$ cat src/rtl/quiz_pkg.sv
// rtl/quiz_pkg.sv - shared state encoding and 7-segment helper for the quiz buzzer
package quiz_pkg;

  typedef enum logic [1:0] {IDLE, ARMED, LOCKED, TIMEOUT} state_t;

  localparam logic [6:0] SEG_BLANK = 7'h7F;

  // Active-low segments, bit order gfedcba; anything outside 0..9 is blank.
  function automatic logic [6:0] seg7(input logic [3:0] d);
    logic [6:0] s;
    case (d)
      4'd0:    s = 7'h40;
      4'd1:    s = 7'h79;
      4'd2:    s = 7'h24;
      4'd3:    s = 7'h30;
      4'd4:    s = 7'h19;
      4'd5:    s = 7'h12;
      4'd6:    s = 7'h02;
      4'd7:    s = 7'h78;
      4'd8:    s = 7'h00;
      4'd9:    s = 7'h10;
      default: s = SEG_BLANK;
    endcase
    return s;
  endfunction

endpackage

$ cat src/rtl/quiz_countdown.sv
// rtl/quiz_countdown.sv - 1 s prescaler plus remaining-seconds counter for the quiz round
module quiz_countdown
  import quiz_pkg::*;
#(
  parameter int COUNT_SECS = 30,
  parameter int TICK_DIV   = 50000000
) (
  input  logic       clock,
  input  logic       reset,
  input  logic       load,
  input  logic       enable,
  output logic [6:0] remaining,
  output logic       expire
);

  localparam int             PW       = (TICK_DIV > 1) ? $clog2(TICK_DIV) : 1;
  localparam logic [PW-1:0]  PRE_LAST = PW'(TICK_DIV - 1);
  localparam logic [6:0]     SECS     = 7'(COUNT_SECS);

  logic [PW-1:0] prescaler;
  logic          wrap;

  assign wrap   = enable && (prescaler == PRE_LAST);
  assign expire = wrap && (remaining == 7'd1);

  always_ff @(posedge clock) begin
    if (reset || load) begin
      prescaler <= '0;
      remaining <= SECS;
    end else if (enable) begin
      if (wrap) begin
        prescaler <= '0;
        if (remaining != 7'd0) remaining <= remaining - 7'd1;
      end else begin
        prescaler <= prescaler + PW'(1);
      end
    end
  end

endmodule

$ cat src/rtl/quiz_responder.sv
// rtl/quiz_responder.sv - N-player quiz buzzer top; define FALSE_START_EN for false-start disqualification
module quiz_responder
  import quiz_pkg::*;
#(
  parameter int NUM_PLAYERS = 3,
  parameter int COUNT_SECS  = 30,
  parameter int TICK_DIV    = 50000000,
  parameter int BEEP_CYCLES = 25000000
) (
  input  logic                   clock,
  input  logic                   reset,
  input  logic                   start,
  input  logic                   clear,
  input  logic [NUM_PLAYERS-1:0] con,
  output logic [3:0]             winner,
  output logic                   winner_valid,
  output logic                   timeout,
  output logic [6:0]             bs0,
  output logic [6:0]             bs1,
  output logic                   beep
);

  localparam int             BW        = $clog2(BEEP_CYCLES + 1);
  localparam logic [BW-1:0]  BEEP_LOAD = BW'(BEEP_CYCLES);

  if (NUM_PLAYERS < 2 || NUM_PLAYERS > 9) begin : g_bad_players
    $error("quiz_responder: NUM_PLAYERS must be 2..9");
  end
  if (COUNT_SECS < 1 || COUNT_SECS > 99) begin : g_bad_secs
    $error("quiz_responder: COUNT_SECS must be 1..99");
  end
  if (TICK_DIV < 1) begin : g_bad_div
    $error("quiz_responder: TICK_DIV must be at least 1");
  end
  if (BEEP_CYCLES < 1) begin : g_bad_beep
    $error("quiz_responder: BEEP_CYCLES must be at least 1");
  end

  state_t                 state, state_next;
  logic [NUM_PLAYERS-1:0] con_q;
  logic [NUM_PLAYERS-1:0] press;
  logic [NUM_PLAYERS-1:0] live;
  logic [3:0]             pick;
  logic [BW-1:0]          beep_cnt;
  logic [6:0]             remaining;
  logic                   expire;
  logic                   cd_load;
  logic                   round_end;
  logic [3:0]             tens, ones;

  // Edge detect means a key already held when the round arms can never win.
  assign press = con & ~con_q;

`ifdef FALSE_START_EN
  logic [NUM_PLAYERS-1:0] dq;

  always_ff @(posedge clock) begin
    if (reset || clear) dq <= '0;
    else if (state == IDLE) dq <= dq | press;
  end

  assign live = press & ~dq;
`else
  assign live = press;
`endif

  always_comb begin
    pick = 4'd0;
    for (int i = NUM_PLAYERS - 1; i >= 0; i--) begin
      if (live[i]) pick = 4'(i + 1);
    end
  end

  quiz_countdown #(
    .COUNT_SECS(COUNT_SECS),
    .TICK_DIV  (TICK_DIV)
  ) u_countdown (
    .clock    (clock),
    .reset    (reset),
    .load     (cd_load),
    .enable   (state == ARMED),
    .remaining(remaining),
    .expire   (expire)
  );

  always_comb begin
    state_next = state;
    cd_load    = 1'b0;
    if (clear) begin
      if (state != IDLE) begin
        state_next = IDLE;
        cd_load    = 1'b1;
      end
    end else begin
      case (state)
        IDLE: begin
          if (start) begin
            state_next = ARMED;
            cd_load    = 1'b1;
          end
        end
        // A press in the same cycle as the final tick still wins.
        ARMED: begin
          if (|live)       state_next = LOCKED;
          else if (expire) state_next = TIMEOUT;
        end
        default: ;
      endcase
    end
  end

  assign round_end = (state == ARMED) && (state_next != ARMED) && !clear;

  always_ff @(posedge clock) begin
    if (reset) begin
      state    <= IDLE;
      con_q    <= '0;
      winner   <= 4'd0;
      beep_cnt <= '0;
    end else begin
      state <= state_next;
      con_q <= con;
      if (clear) winner <= 4'd0;
      else if (state == ARMED && state_next == LOCKED) winner <= pick;
      if (clear) beep_cnt <= '0;
      else if (round_end) beep_cnt <= BEEP_LOAD;
      else if (beep_cnt != '0) beep_cnt <= beep_cnt - BW'(1);
    end
  end

  assign winner_valid = (state == LOCKED);
  assign timeout      = (state == TIMEOUT);
  assign beep         = (beep_cnt != '0);

  always_comb begin
    tens = 4'(remaining / 7'd10);
    ones = 4'(remaining % 7'd10);
    bs1  = seg7(tens);
    bs0  = seg7(ones);
    case (state)
      LOCKED: begin
        bs1 = SEG_BLANK;
        bs0 = seg7(winner);
      end
      TIMEOUT: begin
        bs1 = seg7(4'd0);
        bs0 = seg7(4'd0);
      end
      default: ;
    endcase
  end

endmodule
$ cat config.mk
export PLATFORM = sky130hd
export DESIGN_NAME = quiz_responder
export DESIGN_NICKNAME = d
export VERILOG_FILES = /design/src/rtl/quiz_pkg.sv /design/src/rtl/quiz_countdown.sv /design/src/rtl/quiz_responder.sv
export SDC_FILE = /design/constraint.sdc
export NUM_CORES = 1
export LEC_CHECK = 0
export CAP_MARGIN = 20
export CORE_MARGIN = 2
export CORE_UTILIZATION = 45
export DETAILED_ROUTE_END_ITERATION = 10
export DONT_BUFFER_PORTS = 1
export PLACE_DENSITY = 0.64
export SYNTH_ARGS = -nofsm -noshare
export SYNTH_HDL_FRONTEND = slang
export SYNTH_SLANG_ARGS = --single-unit
$ cat constraint.sdc
create_clock -name clock -period 12.5 [get_ports clock]
set_clock_uncertainty 0.2 [all_clocks]
set_input_delay 3.75 -clock clock [delete_from_list [all_inputs] [get_ports clock]]
set_output_delay 3.75 -clock clock [all_outputs]
set_load 0.05 [all_outputs]
**After elaboration in Yosys (flattened, before gate mapping)**

Memories as Yosys holds them, arrays and structs flattened. A register that Yosys moved wholly into a read port is not among the register bits.
Index checks and enable logic that the tools add are counted.

- Memory bits (read-only): 336
- Logic and storage cells: 60
- Memories: 3
- Flip-flop bits (word level): 67
- Input port bits: 7

Memories:

| memory | words | bits a word | rd ports | clocked after Yosys merged registers in | write ports | RTL line | text |
|---|---|---|---|---|---|---|---|
| (name not given) | 16 | 7 | 1 | 0 | 0 | quiz_pkg.sv:11 | `case (d)` |
| (name not given) | 16 | 7 | 1 | 0 | 0 | quiz_pkg.sv:11 |  |
| (name not given) | 16 | 7 | 1 | 1 | 0 | quiz_pkg.sv:11 |  |

- Bitwise gates (word level): 2
- Add/subtract/negate cells: 3
- Mux-type cells: 20
- Reduce and logical (&&, ||, !) cells: 16
- Div/mod/pow operators: 2
- Equal/unequal tests: 7

Operator list:

| cell | number |
|---|---|
| $mux W25 | 2 |
| $pmux W7 S2 | 2 |
| $add A26 B1 Y26 const B | 1 |
| $eq A26 B26 Y1 const B | 1 |
| $mux W26 | 1 |
| $reduce_bool A25 Y1 | 1 |
| $sub A25 B1 Y25 const B | 1 |
| $mux W4 | 4 |
| $mux W2 | 6 |
| $div A7 B4 Y7 const B | 1 |
| $eq A7 B1 Y1 const B | 1 |
| $mod A7 B4 Y7 const B | 1 |
| $reduce_bool A7 Y1 | 1 |
| $sub A7 B1 Y7 const B | 1 |
| $eq A2 B2 Y1 const B | 3 |
| $reduce_or A3 Y1 | 2 |
| $logic_and A1 B1 Y1 | 5 |
| $mux W1 | 4 |
| $pmux W2 S2 | 1 |
| $reduce_bool A2 Y1 | 2 |
| $and A3 B3 Y3 | 1 |
| $not A3 Y3 | 1 |
| $reduce_and A3 Y1 | 1 |
| $eq A2 B1 Y1 const B | 1 |
| 5 further kinds | 5 |

**Longest topological paths before layout**

Gate-level depths: netlist of run 1.

- Depth after elaboration: 11
- Mapped depth: 19
- Gate-level depth less buffers: 15

**Cells and area by module**

A second synthesis of run 1 with hierarchy kept.

- Cell total of the unflattened synthesis: 595
- Area total of the unflattened synthesis: 4,738.3 um^2

By module, submodules not included:

| module | times used | area each (um^2) | cells each | sequential area each (um^2) |
|---|---|---|---|---|
| quiz_responder | 1 | 2,912.8 | 379 | 740.7 |
| quiz_countdown | 1 | 1,825.5 | 216 | 660.6 |

**Worst setup path before layout of run 1**

No wires, ideal clock.

- Kind: reg-to-output
- Start: register u_countdown.remaining[5]
- End: output bs0[1]
- Setup slack: 3.040 ns
- Data arrival time: 5.510 ns
- Path buffers: 4
- Stages on the path, launching flop included: 17
- Data required time: 8.550 ns
- Cells stage by stage: dfxtp_1 > buf_2 > buf_6 > nand2b_1 > a22oi_1 > o21ai_0 > a21oi_1 > ha_1 > clkbuf_1 > nand2_1 > nor3_1 > a21oi_1 > a22oi_2 > buf_2 > xnor2_1 > ha_1 > a2111oi_0

- Cells in the longest elaborated chain, start to end: 3

RTL lines:

| element | RTL line | text |
|---|---|---|
| start, declared | quiz_countdown.sv:12 | `output logic [6:0] remaining,` |
| start signal, assigned | quiz_countdown.sv:33 | `if (remaining != 7'd0) remaining <= remaining - 7'd1;` |
| $mod A7 B4 Y7 | quiz_responder.sv:137 | `ones = 4'(remaining % 7'd10);` |
| $mem_v2 Z16 W7 | -- |  |
| $pmux W7 S2 | quiz_responder.sv:140 | `case (state)` |
| end, declared | quiz_responder.sv:18 | `output logic [6:0] bs0,` |

Every way passes these cells.

**Worst setup path after layout of run 1**

- Start: register u_countdown.remaining[5]
- End: output bs0[6]

Same word-level chain as after synthesis.

==> results_dict.tcl, run 1 <==
set metrics [dict create \
    status "finished clean" \
    arrival_ps 5390 \
    antenna_found_initial 0 \
    synth_cell_types 71 \
    clock-sinks 70 \
    slew_headroom_pct 31.4 \
    drtAntennaViolNets 0 \
    final_cells 684 \
    reg2reg_depth 7 \
    post-dp-hpwl_um 6810 \
    grt_max_degree 29 \
    ioPinCount 28 \
    cp.required_ps 8550 \
    clockRootBuffer "clkbuf_8" \
    fmax_mhz 107 \
    antennaDiodeCount 0 \
    syn_to_final_growth_pct 5.47 \
    start_util_pct 46.1 \
    gp_congestion 0.846 \
    tightest_slew_ps 1030 \
    place_area_sq_um 4520 \
    p_leak_nw 1.69 \
    cp_cell_sequence "nand2b_1, a22oi_1, o21ai_0, a21oi_1, ha_1, nand2_1, nor3_1, a21oi_1, a22oi_2, xnor2_1, ha_1, nor2b_1, mux2i_1, o311ai_2" \
    clk_latency_ps 360 \
    dieArea_sq_um 10800 \
    post-route-drc-count 0 \
    power.density_nw_per_um2 187 \
    holdCritPathClass "reg -> reg" \
    grt_pass1_wl_um 16200 \
    period_needed_ps 9340 \
    num_vias 3846 \
    synth_area_sq_um 4480 \
    drt_iter0_drc 162 \
    post_cts_buffers 0 \
    die_h_um 104 \
    ir_drop_mv 0.210 \
    core_sq_um 9730 \
    wirelength_um 9610 \
    post_drt_wl_per_cell_um 14.0 \
    synthArstFlopShare_pct 0 \
    rsz0062_at_grt "no" \
    ys_seq_area_share_pct 31.3 \
    slowest_delay_ps 870 \
    synth.ff_latch_count 70 \
    cap_violations 0 \
    first_pass_iters 4 \
    cts_tree "yes" \
    fin_crit_sh_pct 74.7 \
    final_hold_viol_count 0 \
    synth_cells 562 \
    design_area_sq_um 4730 \
    worstSetupPathType "reg -> out" \
    start_kind "register" \
    final_core_util_pct 48.6 \
    critPathMaxFanout 28 \
    cp_slowest_cell "dfxtp_1" \
    yosys_most_used_dff "dfxtp_1" \
    numCtsBuffers 9 \
    clk_pin_slew_worst_paths_ps 70 \
    setup_tns_ps 0 \
    finalSetupViolations 0 \
    clock_path_buffers 2 \
    synth_top_area_share_pct 31.3 \
    grt_usage_pct 17.8 \
    drive_above_1_share_pct 8.71 \
    rows 36 \
    min_delay_path_depth 2 \
    vias_per_cell 5.62 \
    cts.htree.levels 3 \
    yosys.area.top_type "dfxtp_1" \
    endpoint_kind "output pin" \
    syn_avg_cell_area_sq_um 7.98 \
    grt-ovfl-total 0 \
    synth_edf_count 0 \
    die_width_um 104 \
    drv_slew 0 \
    hold_ws_ps 291 \
    port_buffers 0 \
    yosys_warnings 0 \
    cts-hold-fix-buffers 0 \
    layout.nets 569 \
    place_inst 668 \
    cts_resized 0 \
    grt_pass1_vias 3606 \
    netlist_top_cells_area "dfxtp_1, nor2_1, xor2_1" \
]
[path summary, 6_finish.rpt]
| path | slack (ps) | from | endpoint |
|---|---|---|---|
| max reg2reg | 9490 | beep_cnt[13] | beep_cnt[3] |
| max | 3160 | u_countdown.remaining[5] | bs0[6] |
| min reg2reg | 290 | u_countdown.prescaler[1] | u_countdown.prescaler[1] |
| min | 290 | u_countdown.prescaler[1] | u_countdown.prescaler[1] |
[power breakdown]
group	leakage, nW	internal, mW	switching, mW
Sequential	0.567	0.255	0.0324
Clock	0.103	0.0986	0.0926
Combinational	1.02	0.158	0.248
[cells in the mapped netlist, drive strengths merged (9+ instances only)]
cell type  count
dfxtp         70
nor2          62
nand2         56
a21oi         46
o21ai         26
xor2          26
nand3         21
xnor2         19
buf           18
ha            16
inv           16
nor3          15
nor2b         13
clkbuf        12
nand4         12
or3           12
nand2b        11
o31ai         11
a31oi          9
[layer usage]
metal / vias to the layer above / track usage, % / routed length [um]
met5: - / 0 / 0
met4: 0 / 6.85 / 160
met3: 12 / 3.27 / 337
met2: 67 / 30.7 / 4670
met1: 1810 / 22.0 / 4440
li1: 1957 / - / -
[registers in the layout, summed over array words and instances (netlist names), named ones only]
name                   flops
beep_cnt                  25
con_q                      3
state                      2
u_countdown.prescaler     26
u_countdown.remaining      7
winner                     2
[cell type report]
| type | instances | area [sq um] |
|---|---|---|
| inverters | 17 | 63.8 |
| flip-flops and latches | 70 | 1400 |
| fillers | 949 | 5000 |
| clock buffers | 10 | 138 |
| multi-input cells | 446 | 2880 |
| clock inverters | 6 | 68.8 |
| repair buffers | 2 | 15.0 |
| well taps | 133 | 166 |
[cells in the final DEF, fill, tap and decap left out, types with 3 or more instances in the layout]
cell type / netlist / layout
a211o_1: 3 / 3
a211oi_1: 4 / 4
a21oi_1: 45 / 45
a22oi_1: 4 / 4
a31oi_1: 7 / 7
and2_1: 3 / 3
and2b_2: 3 / 3
and3_1: 5 / 5
and3b_1: 4 / 4
clkbuf_8: 0 / 10
dfxtp_1: 70 / 70
ha_1: 16 / 16
inv_1: 16 / 16
mux2i_1: 4 / 4
nand2_1: 56 / 56
nand2b_1: 11 / 11
nand3_1: 21 / 21
nand3b_1: 6 / 6
nand4_1: 11 / 11
nand4b_1: 3 / 3
nor2_1: 62 / 62
nor2b_1: 13 / 13
nor3_1: 15 / 15
nor3b_1: 5 / 5
nor4_1: 3 / 3
o21ai_0: 25 / 20
o21ai_1: 0 / 5
o31ai_1: 11 / 11
or2_2: 5 / 5
or3_1: 12 / 12
xnor2_1: 19 / 19
xor2_1: 26 / 26
[logic make-up after synthesis]
kind of cell             synth area share [%]
AND/OR/NAND/NOR                          30.6
adder cells (fa/ha/maj)                  4.47
buffers and inverters                    5.00
XOR/XNOR                                 8.79
flip-flops                               31.3
multiplexers                             1.14
AO/OA/AOI/OAI                            18.6
other                                  0.0836
[critical path, delay by kind of cell, from the launching register on]
family | cells | cell delay (ps)
fa+ha+maj | 2 | 760
xor+xnor | 1 | 260
simple gates | 4 | 720
mux | 1 | 90
flops | 1 | 870
compound gates | 6 | 2350
[metrics by stage]
| step | setup WS [ps] | power [mW] |
|---|---|---|
| 4_1_cts | 3190 | 0.889 |
| 2_1_floorplan | 3040 | 0.638 |
| 3_3_place_gp | 3860 | 0.687 |
| 3_5_place_dp | 3570 | 0.692 |
| 5_1_grt | 2720 | 0.952 |
| 6_report | 3160 | 0.884 |
(Power assumes the default switching activity.)
==> run 2: changes to the inputs <==
--- a/config.mk
+++ b/config.mk
@@ -10,7 +10,7 @@
 export CORE_UTILIZATION = 45
 export DETAILED_ROUTE_END_ITERATION = 10
 export DONT_BUFFER_PORTS = 1
-export PLACE_DENSITY = 0.64
+export PLACE_DENSITY = 0.66
 export SYNTH_ARGS = -nofsm -noshare
 export SYNTH_HDL_FRONTEND = slang
 export SYNTH_SLANG_ARGS = --single-unit
==> constraint.sdc (replaced) <==
create_clock -name clock -period 7.62 [get_ports clock]
set_clock_uncertainty 0.2 [all_clocks]
set_input_delay 2.286 -clock clock [delete_from_list [all_inputs] [get_ports clock]]
set_output_delay 2.286 -clock clock [all_outputs]
set_load 0.05 [all_outputs]
==> run 2 against run 1 <==
  * Power increased by 63%
  * Register-to-register slack got worse by 4900 ps
  * Utilization up 0.99 points
  * Non-clock buffer count is 14 higher
  * Sequential share of layout area fell by 0.59 points
  * Sequential cell count stayed put
  * Hold slack got worse by 16 ps
  * First-iteration DRC count is 4.3% lower
  * Critical path type unchanged
==> results_dict.tcl, run 2 (same netlist as run 1, synthesis figures left out) <==
set metrics [dict create \
    drtAntennaViolNets 0 \
    design_area_sq_um 4820 \
    core_sq_um 9730 \
    port_buffers 0 \
    endpoint_kind "output pin" \
    fin_crit_sh_pct 93.1 \
    worst_r2r_startpoint "beep_cnt[13]" \
    clk_pin_slew_worst_paths_ps 80 \
    hold_end "beep_cnt[24]" \
    die_h_um 104 \
    slowest_delay_ps 760 \
    wirelength_um 9770 \
    arrival_ps 4610 \
    timing.final.ws_setup_ps 527 \
    antenna_found_initial 0 \
    tightest_slew_ps 995 \
    regMostFlops "u_countdown.prescaler" \
    drv_slew 0 \
    power.density_nw_per_um2 299 \
    clockRootBuffer "clkbuf_8" \
    drive_above_1_share_pct 10.8 \
    pre_cts_ws_ps 926 \
    cp.required_ps 5130 \
    drt_iter0_drc 155 \
    rows 36 \
    reg2reg_depth 7 \
    post_drt_wl_per_cell_um 14.0 \
    r2r_end "beep_cnt[3]" \
    period_needed_ps 7090 \
    clk_latency_ps 340 \
    finalSetupViolations 0 \
    reg2reg_slack_ps 4600 \
    cts_resized 0 \
    clock_power_share_pct 20.6 \
    ioPinCount 28 \
    top_regs "u_countdown.prescaler x26, beep_cnt x25, u_countdown.remaining x7" \
    cap_violations 0 \
    final_cell_mix "dfxtp_1, nor2_1, nand2_1, a21oi_1, xor2_1" \
    grt_usage_pct 18.6 \
    startpoint "u_countdown.remaining[2]" \
    vias_per_cell 5.65 \
    final_core_util_pct 49.6 \
    largest_register_ffs 26 \
    place_area_sq_um 4630 \
    start_kind "register" \
    die_width_um 104 \
    p_leak_nw 1.75 \
    antennaDiodeCount 0 \
    final_hold_viol_count 0 \
    min_delay_path_depth 2 \
    swShare_pct 42.4 \
    grt-ovfl-total 0 \
    numCtsBuffers 9 \
    seqPwrFrac_pct 32.8 \
    holdCritPathClass "reg -> reg" \
    grt_max_degree 28 \
    fmax_mhz 141 \
    hold_ws_ps 275 \
    first_pass_iters 5 \
    status "finished clean" \
    cts-hold-fix-buffers 0 \
    pwr-share-comb_pct 46.6 \
    min-delay-start "beep_cnt[24]" \
    slew_headroom_pct 33.2 \
    num_vias 3947 \
    post-route-drc-count 0 \
    ir_drop_mv 0.342 \
    cp_slowest_cell "dfxtp_1" \
    cp_cell_sequence "nor2_1, nand4_1, o21ai_0, a21oi_1, ha_1, nand2_1, nor3_1, a21oi_1, a22oi_2, buf_4, xnor2_1, ha_1, nand2_1, a211o_1, a41o_1, o311ai_2, buf_4" \
    dieArea_sq_um 10800 \
    cts_tree "yes" \
    setup_tns_ps 0 \
    rsz0062_at_grt "no" \
    p_switching_mw 0.611 \
    grt_pass1_vias 3718 \
    post_cts_buffers 0 \
    gp_congestion 0.902 \
    clock-sinks 70 \
    critPathMaxFanout 21 \
    grt_pass1_wl_um 17100 \
    cts.htree.levels 3 \
    p_int_mw 0.831 \
    worstSetupPathType "reg -> out" \
    syn_to_final_growth_pct 7.62 \
    final_common_cell "dfxtp_1" \
    clock_path_buffers 2 \
    start_util_pct 46.1 \
    post-dp-hpwl_um 7060 \
    layout.nets 583 \
]
## run 2: cell count changes in the layout (fill, tap and decap cells not counted)
cell,previous run,this run
buf_4,2,16
clkbuf_1,0,1
clkbuf_8,10,9
clkinv_2,1,0
clkinv_4,2,1
clkinvlp_4,1,3
## run 2: area by class of cell
class	count	area, sq um
inverter	17	63.8
clock buffer	10	128
timing repair buffer	16	120
tap	133	166
clock inverter	6	70.1
sequential	70	1400
fill	999	4900
multi-input combinational	446	2880
## run 2: worst max-delay path, delay by kind of cell, from the launching register on
family	cells	cell delay, ps
adders and majority gates	2	740
xor gates and xnor gates	1	190
DFF	1	760
buffers and inverters	2	480
AOI/OAI and AO/OA	7	1350
and+or+nand+nor	5	730
## run 2: metrics by stage
step | std cells | power, mW
floorplan | 563 | 1.05
global placement | 682 | 1.13
detailed placement | 682 | 1.14
CTS | 698 | 1.45
global route | 698 | 1.55
finish | 698 | 1.44
## run 2: how the worst max path moves through the flow
stage / end / cells past startpoint
after floorplan: bs0[1] / 16
after global placement: bs0[6] / 17
after detailed placement: bs0[6] / 17
after CTS: bs0[6] / 17
after global routing: bs0[6] / 17
final: bs0[6] / 17
## run 2: power by group through the flow
| stage | registers, mW | clock network [mW] | logic, mW |
|---|---|---|---|
| after floorplan | 0.469 | 0 | 0.578 |
| after global placement | 0.478 | 0 | 0.647 |
| after detailed placement | 0.480 | 0 | 0.664 |
| after CTS | 0.473 | 0.307 | 0.670 |
| after global routing | 0.481 | 0.321 | 0.750 |
| final | 0.473 | 0.298 | 0.672 |
## run 2: routing by layer
layer	routed length [um]	part of all wire, %	vias up	track usage (%)
li1	-	-	1993	-
met1	4540	46	1873	23.8
met2	4790	49	67	31.4
met3	276	2.8	14	3.15
met4	162	1.7	0	6.47
met5	0	0	-	0
==> run 3: changes to the inputs <==
--- a/config.mk
+++ b/config.mk
@@ -14,3 +14,4 @@
 export SYNTH_ARGS = -nofsm -noshare
 export SYNTH_HDL_FRONTEND = slang
 export SYNTH_SLANG_ARGS = --single-unit
+export TNS_END_PERCENT = 20
==> results of run 3 <==
Same layout as run 2: the final DEF is identical, and so are final timing and power.
